--- config.mk ---
export PLATFORM = sky130hd
export DESIGN_NAME = pipe_stage_reg_flat
export DESIGN_NICKNAME = d
export VERILOG_FILES = /design/src/rtl/pipe_stage_reg_if.sv /design/src/rtl/pipe_stage_reg.sv /design/src/flat_wrapper.sv
export SDC_FILE = /design/constraint.sdc
export NUM_CORES = 1
export LEC_CHECK = 0
export ABC_AREA = 1
export BUFFER_PORTS_ARGS = -buffer_cell sky130_fd_sc_hd__clkbuf_2
export CAP_MARGIN = 20
export CORE_AREA = 2 2 144 146
export CTS_CLUSTER_DIAMETER = 200
export DETAILED_ROUTE_END_ITERATION = 12
export DIE_AREA = 0 0 146 148
export PLACE_DENSITY_LB_ADDON = 0.25
export SLEW_MARGIN = 20
export SYNTH_ARGS = -nofsm -noshare
export SYNTH_HDL_FRONTEND = slang
export SYNTH_SLANG_ARGS = --single-unit
--- constraint.sdc ---
create_clock -name clk -period 4 [get_ports clk]
set_clock_uncertainty 0.05 [all_clocks]
set_input_delay 0.8 -clock clk [delete_from_list [all_inputs] [get_ports clk]]
set_output_delay 0.8 -clock clk [all_outputs]
set_load 0.1 [all_outputs]
--- src/rtl/pipe_stage_reg_if.sv ---
// Bundle of the upstream (in_*) and downstream (out_*) handshake/payload signals
// around one pipeline stage register.
//   slave  : the stage itself (takes in_* and out_ready, drives in_ready and out_*)
//   master : the surrounding pipeline (drives in_* and out_ready, sees the rest)
interface pipe_stage_reg_if #(
  parameter int unsigned DATA_W = 32,
  parameter int unsigned EXC_W  = 5
);
  localparam int unsigned PC_W = 32;

  // Upstream side
  logic              in_valid;
  logic              in_ready;
  logic [DATA_W-1:0] in_instr;
  logic [PC_W-1:0]   in_pc;
  logic [EXC_W-1:0]  in_exccode;
  logic              in_isdelay;

  // Downstream side
  logic              out_valid;
  logic              out_ready;
  logic [DATA_W-1:0] out_instr;
  logic [PC_W-1:0]   out_pc;
  logic [PC_W-1:0]   out_pcplus4;
  logic [EXC_W-1:0]  out_exccode;
  logic              out_isdelay;
  logic [1:0]        out_count;

  modport slave (
    input  in_valid, in_instr, in_pc, in_exccode, in_isdelay, out_ready,
    output in_ready, out_valid, out_instr, out_pc, out_pcplus4, out_exccode,
           out_isdelay, out_count
  );

  modport master (
    output in_valid, in_instr, in_pc, in_exccode, in_isdelay, out_ready,
    input  in_ready, out_valid, out_instr, out_pc, out_pcplus4, out_exccode,
           out_isdelay, out_count
  );
endinterface

--- src/rtl/pipe_stage_reg.sv ---
// Two-entry (head + skid) in-order pipeline stage register with exception
// redirect and flush.
//   clk   : sole clock, rising edge
//   reset : asynchronous, active-low
//   req   : exception redirect - kill contents, load handler bubble at head
//   flush : kill contents, no bubble
//   bus   : pipe_stage_reg_if.slave (in_* upstream, out_* downstream, out_count)
// in_ready depends on the state register only, so the upstream never sees a
// combinational path from out_ready. DATA_W/EXC_W must match the interface.
module pipe_stage_reg #(
  parameter int unsigned DATA_W     = 32,
  parameter int unsigned EXC_W      = 5,
  parameter logic [31:0] HANDLER_PC = 32'h0000_4180
) (
  input  logic            clk,
  input  logic            reset,
  input  logic            req,
  input  logic            flush,
  pipe_stage_reg_if.slave bus
);

  localparam int unsigned PC_W = 32;

  typedef struct packed {
    logic [DATA_W-1:0] instr;
    logic [PC_W-1:0]   pc;
    logic [EXC_W-1:0]  exccode;
    logic              isdelay;
  } entry_t;

  // Encoding doubles as the occupancy count
  typedef enum logic [1:0] {
    S_EMPTY = 2'd0,
    S_ONE   = 2'd1,
    S_FULL  = 2'd2
  } state_e;

  localparam entry_t HANDLER_ENTRY = '{
    instr:   '0,
    pc:      HANDLER_PC,
    exccode: '0,
    isdelay: 1'b0
  };

  state_e          r_state;
  entry_t          r_head;
  entry_t          r_skid;
  logic [PC_W-1:0] r_head_pcplus4;

  state_e          w_state_nxt;
  entry_t          w_head_nxt;
  entry_t          w_skid_nxt;
  logic [PC_W-1:0] w_head_pcplus4_nxt;
  entry_t          w_in_entry;
  logic            w_in_ready;
  logic            w_out_valid;
  logic            w_accept;
  logic            w_retire;

  // Handshake decode, from state only
  assign w_in_ready  = (r_state != S_FULL);
  assign w_out_valid = (r_state != S_EMPTY);
  assign w_accept    = bus.in_valid && w_in_ready;
  assign w_retire    = w_out_valid && bus.out_ready;

  assign w_in_entry = '{
    instr:   bus.in_instr,
    pc:      bus.in_pc,
    exccode: bus.in_exccode,
    isdelay: bus.in_isdelay
  };

  // Next-state / next-contents: req > flush > handshake
  always_comb begin
    w_state_nxt = r_state;
    w_head_nxt  = r_head;
    w_skid_nxt  = r_skid;

    if (req) begin
      w_state_nxt = S_ONE;
      w_head_nxt  = HANDLER_ENTRY;
      w_skid_nxt  = '0;
    end else if (flush) begin
      w_state_nxt = S_EMPTY;
      w_head_nxt  = '0;
      w_skid_nxt  = '0;
    end else begin
      unique case (r_state)
        S_EMPTY: begin
          if (w_accept) begin
            w_state_nxt = S_ONE;
            w_head_nxt  = w_in_entry;
          end
        end
        S_ONE: begin
          if (w_accept && w_retire) begin
            w_head_nxt = w_in_entry;
          end else if (w_accept) begin
            w_state_nxt = S_FULL;
            w_skid_nxt  = w_in_entry;
          end else if (w_retire) begin
            w_state_nxt = S_EMPTY;
            w_head_nxt  = '0;
          end
        end
        S_FULL: begin
          // in_ready is low here, so only a retire can happen
          if (w_retire) begin
            w_state_nxt = S_ONE;
            w_head_nxt  = r_skid;
            w_skid_nxt  = '0;
          end
        end
        default: begin
          w_state_nxt = S_EMPTY;
          w_head_nxt  = '0;
          w_skid_nxt  = '0;
        end
      endcase
    end

    // pc+4 is precomputed so out_pcplus4 comes straight from a flop
    w_head_pcplus4_nxt = (w_state_nxt == S_EMPTY) ? '0
                                                  : w_head_nxt.pc + PC_W'(4);
  end

  // State and storage
  always_ff @(posedge clk or negedge reset) begin
    if (!reset) begin
      r_state        <= S_EMPTY;
      r_head         <= '0;
      r_skid         <= '0;
      r_head_pcplus4 <= '0;
    end else begin
      r_state        <= w_state_nxt;
      r_head         <= w_head_nxt;
      r_skid         <= w_skid_nxt;
      r_head_pcplus4 <= w_head_pcplus4_nxt;
    end
  end

  // Head fields are cleared whenever the stage empties, so they read 0 when idle
  assign bus.in_ready    = w_in_ready;
  assign bus.out_valid   = w_out_valid;
  assign bus.out_instr   = r_head.instr;
  assign bus.out_pc      = r_head.pc;
  assign bus.out_pcplus4 = r_head_pcplus4;
  assign bus.out_exccode = r_head.exccode;
  assign bus.out_isdelay = r_head.isdelay;
  assign bus.out_count   = 2'(r_state);

endmodule

--- src/flat_wrapper.sv ---
// flat-port wrapper written by rule: the top's interface ports become plain ports
module pipe_stage_reg_flat 
#(
  parameter int unsigned DATA_W     = 32,
  parameter int unsigned EXC_W      = 5,
  parameter logic [31:0] HANDLER_PC = 32'h0000_4180
)
  (clk, reset, req, flush, bus_in_valid, bus_in_instr, bus_in_pc, bus_in_exccode, bus_in_isdelay, bus_out_ready, bus_in_ready, bus_out_valid, bus_out_instr, bus_out_pc, bus_out_pcplus4, bus_out_exccode, bus_out_isdelay, bus_out_count);
  pipe_stage_reg_if #(.DATA_W(DATA_W), .EXC_W(EXC_W)) bus_i ();
  input  logic clk;
  input  logic reset;
  input  logic req;
  input  logic flush;
  input wire logic [$bits(bus_i.in_valid)-1:0] bus_in_valid;
  input wire logic [$bits(bus_i.in_instr)-1:0] bus_in_instr;
  input wire logic [$bits(bus_i.in_pc)-1:0] bus_in_pc;
  input wire logic [$bits(bus_i.in_exccode)-1:0] bus_in_exccode;
  input wire logic [$bits(bus_i.in_isdelay)-1:0] bus_in_isdelay;
  input wire logic [$bits(bus_i.out_ready)-1:0] bus_out_ready;
  output wire logic [$bits(bus_i.in_ready)-1:0] bus_in_ready;
  output wire logic [$bits(bus_i.out_valid)-1:0] bus_out_valid;
  output wire logic [$bits(bus_i.out_instr)-1:0] bus_out_instr;
  output wire logic [$bits(bus_i.out_pc)-1:0] bus_out_pc;
  output wire logic [$bits(bus_i.out_pcplus4)-1:0] bus_out_pcplus4;
  output wire logic [$bits(bus_i.out_exccode)-1:0] bus_out_exccode;
  output wire logic [$bits(bus_i.out_isdelay)-1:0] bus_out_isdelay;
  output wire logic [$bits(bus_i.out_count)-1:0] bus_out_count;
  assign bus_i.in_valid = bus_in_valid;
  assign bus_i.in_instr = bus_in_instr;
  assign bus_i.in_pc = bus_in_pc;
  assign bus_i.in_exccode = bus_in_exccode;
  assign bus_i.in_isdelay = bus_in_isdelay;
  assign bus_i.out_ready = bus_out_ready;
  assign bus_in_ready = bus_i.in_ready;
  assign bus_out_valid = bus_i.out_valid;
  assign bus_out_instr = bus_i.out_instr;
  assign bus_out_pc = bus_i.out_pc;
  assign bus_out_pcplus4 = bus_i.out_pcplus4;
  assign bus_out_exccode = bus_i.out_exccode;
  assign bus_out_isdelay = bus_i.out_isdelay;
  assign bus_out_count = bus_i.out_count;
  pipe_stage_reg #(.DATA_W(DATA_W), .EXC_W(EXC_W), .HANDLER_PC(HANDLER_PC)) u_core (.clk(clk), .reset(reset), .req(req), .flush(flush), .bus(bus_i));
endmodule
==> results.tsv <==
metric	value	unit
cts_resized	0	
synth_commonest_cells	nand3_1 (238), inv_1 (175), dfrtp_1 (174)	
dpl_cell_area	0.00992	sq mm
place_ws	0.815	ns
crit_fanout	44	
die_y	148	um
cp-end-kind	register	
hold_violations	0	
dp.cells	1549	
clock_latency	0.42	ns
fin_setup_tns	0	ns
max_cap_viol_count	0	
core-area	0.0200	sq mm
yosys.cell_count.top_type	nand3_1	
drt_iter0_drc	661	
ys_types	30	
syn2layout_area_growth	19.3	%
grt_pass1_vias	7635	
dp_hpwl	17500	um
ys_top_cells_by_area	dfrtp_1 (49%), nand3_1 (13%), o21ai_0 (9.8%)	
swShare	0.311	
nets	1375	
grt-busiest-layer	met2	
synth_flop_cell	dfrtp_1	
arrival	3.14	ns
yosys.area.top_type	dfrtp_1	
cts_hold_buffers	0	
cts_tree	built	
grt_max_degree	111	
power.density	409	mW/mm^2
place.port_buffers	181	
p_int	2.97	mW
syn_area	0.00883	sq mm
rsz0062_at_grt	false	
drtAntennaViolNets	0	
gp_congestion	0.925	
instances_no_fill	1581	
antenna_found_initial	1	
syn_nets	1230	
clock.fmax	346	MHz
die_area	0.0216	sq mm
period_needed	2.89	ns
synth_seq_cells	174	
die_w	146	um
run_status	completed	
yosysWarnings	0	
synth_edf_count	0	
pwr-share-comb	0.164	
slew_headroom	0.293	
synthCells	1153	
post_cts_buffers	0	
synth_area_per_cell	7.66	sq um
crit_required	4.25	ns
worst_slew_pin_slew	1.06	ns
period_share	0.722	
yosysSeqAreaShare	0.493	
p_switching	1.34	mW
grt_use_met3	0.0441	
critPathMostFrequentCell	nand2_1	
overflow	0	
grt_usage	0.240	
path_clk_slew	0.07	ns
finalInstanceArea	0.0105	sq mm
htreeDepth	4	
numCtsBuffers	17	
drive_gt1_frac	0.201	
hp-class	in -> async	
synthArstFlopShare	1.00	
ir_drop	0.281	mV
vias_per_cell	5.20	
num_vias	8223	
sequentialPowerShare	0.430	
drt-total-wl	25900	um
grt_pass1_wl	41300	um
start_util	0.441	
diodes	0	
slew_viol_final	0	
leakagePower	5.28	nW
clkSinkCount	174	
met1_usage	0.348	
cts_max_path_buffers	2	
cp_slowest_cell	dfrtp_1	
crit_type	reg -> reg	
final.setup.worst_slack	1.11	ns
core.rowCount	52	
whs	0.348	ns
setup_viol	0	
cpPeakStageDelay	0.56	ns
drc	0	
drtPass1Iterations	5	
yosysTopAreaCellShare	0.493	
start_kind	register	
grt_util_met2	0.372	
routedWlPerCell	16.4	um
p_clk_frac	0.406	
power	4.31	mW
path_cells	a211oi_4, buf_4, nand2_2, nor2_2, nand2_1, nor3_2, nand2_1, nand2_1, nand2_1, nor2_1	
io_pins	182	
final_util	0.526	
n_fill_cell	2000	
clockRootBuffer	clkbuf_16	
[cells in the final DEF, fill, tap and decap left out, types with 2 or more instances in the layout]
cell type | synthesis | routed
nand3_1 | 238 | 238
clkbuf_2 | 0 | 180
inv_1 | 175 | 175
dfrtp_1 | 174 | 174
o21ai_0 | 173 | 173
nand2_1 | 154 | 154
nor2_1 | 69 | 69
a21oi_1 | 47 | 47
clkbuf_16 | 0 | 17
buf_4 | 2 | 16
nand2_2 | 9 | 9
nor2_2 | 7 | 6
nand3_2 | 5 | 5
nor3_1 | 6 | 5
inv_2 | 4 | 4
nor2_4 | 2 | 3
o21ai_1 | 4 | 3
nor3_2 | 2 | 3
bufinv_16 | 0 | 3
clkinv_4 | 0 | 3
and2_1 | 2 | 2
nand3b_1 | 2 | 2
clkinvlp_4 | 0 | 2
clkinv_2 | 0 | 2
inv_6 | 0 | 2
inv_8 | 0 | 2
[final timing paths]
check                                                  start                                   end  slack [ns]  cells after the start
max                        u_core.bus.out_count[1]$_DFF_PN0_  u_core.bus.out_pcplus4[29]$_DFF_PN0_        1.11                     10
max reg2reg                u_core.bus.out_count[1]$_DFF_PN0_  u_core.bus.out_pcplus4[29]$_DFF_PN0_        1.11                     10
max in group asynchronous                              reset         u_core.r_skid[32]$_DFFE_PN0P_        2.62                      2
min reg2reg                     u_core.r_skid[6]$_DFFE_PN0P_          u_core.r_skid[6]$_DFFE_PN0P_        0.48                      2
min                                                    reset  u_core.bus.out_instr[13]$_DFFE_PN0P_        0.35                      1
min in group clk                u_core.r_skid[6]$_DFFE_PN0P_          u_core.r_skid[6]$_DFFE_PN0P_        0.48                      2
[power by group through the flow]
stage               Sequential (mW)  Clock [mW]  Combinational [mW]
floorplan                      2.12           0               0.261
global placement               1.89           0               0.703
detailed placement             1.89           0               0.705
CTS                            1.85        1.78               0.709
global route                   1.86        1.86               0.764
finish                         1.85        1.75               0.708
[cell families (layout without fill, tap and decap cells)]
| family | after synthesis | count (layout) | share of synthesized area |
|---|---|---|---|
| XOR/XNOR | 1 | 1 | 0.000992 |
| adder cells (fa/ha/maj) | 1 | 1 | 0.00142 |
| AND/OR/NAND/NOR | 498 | 498 | 0.260 |
| flip-flops | 174 | 174 | 0.493 |
| AO/OA/AOI/OAI | 228 | 228 | 0.132 |
| buffers and inverters | 251 | 409 | 0.113 |
[area by class of cell]
cell class                 count  area (sq um)  share of cell area
clock buffer                  18           439              0.0417
clock inverter                14           181              0.0172
inverter                     179           672              0.0637
multi-input combinational    728          3500               0.332
sequential                   174          4350               0.413
tap                          270           338              0.0321
timing repair buffer         198          1050              0.0998
[routing by layer]
| metal | up-vias | wire [um] |
|---|---|---|
| met5 | - | 8 |
| met4 | 2 | 457 |
| met1 | 3831 | 12000 |
| li1 | 4023 | - |
| met2 | 338 | 11700 |
| met3 | 29 | 1710 |
[state kept, by name (all words and copies together) (netlist names)]
name                    count
u_core.bus.out_pc          32
u_core.r_skid              70
u_core.bus.out_instr       32
u_core.bus.out_exccode      5
u_core.bus.out_count        2
u_core.bus.out_pcplus4     32
u_core.bus.out_isdelay      1
[worst max-delay path, delay by kind of cell, from the launching register on]
kind / cells / cell delay [ns]
buffers and inverters: 1 / 0.45
AOI/OAI and AO/OA: 1 / 0.41
and+or+nand+nor: 8 / 1.29
DFF: 1 / 0.56
Note: power is estimated with default switching activity, not from simulation.
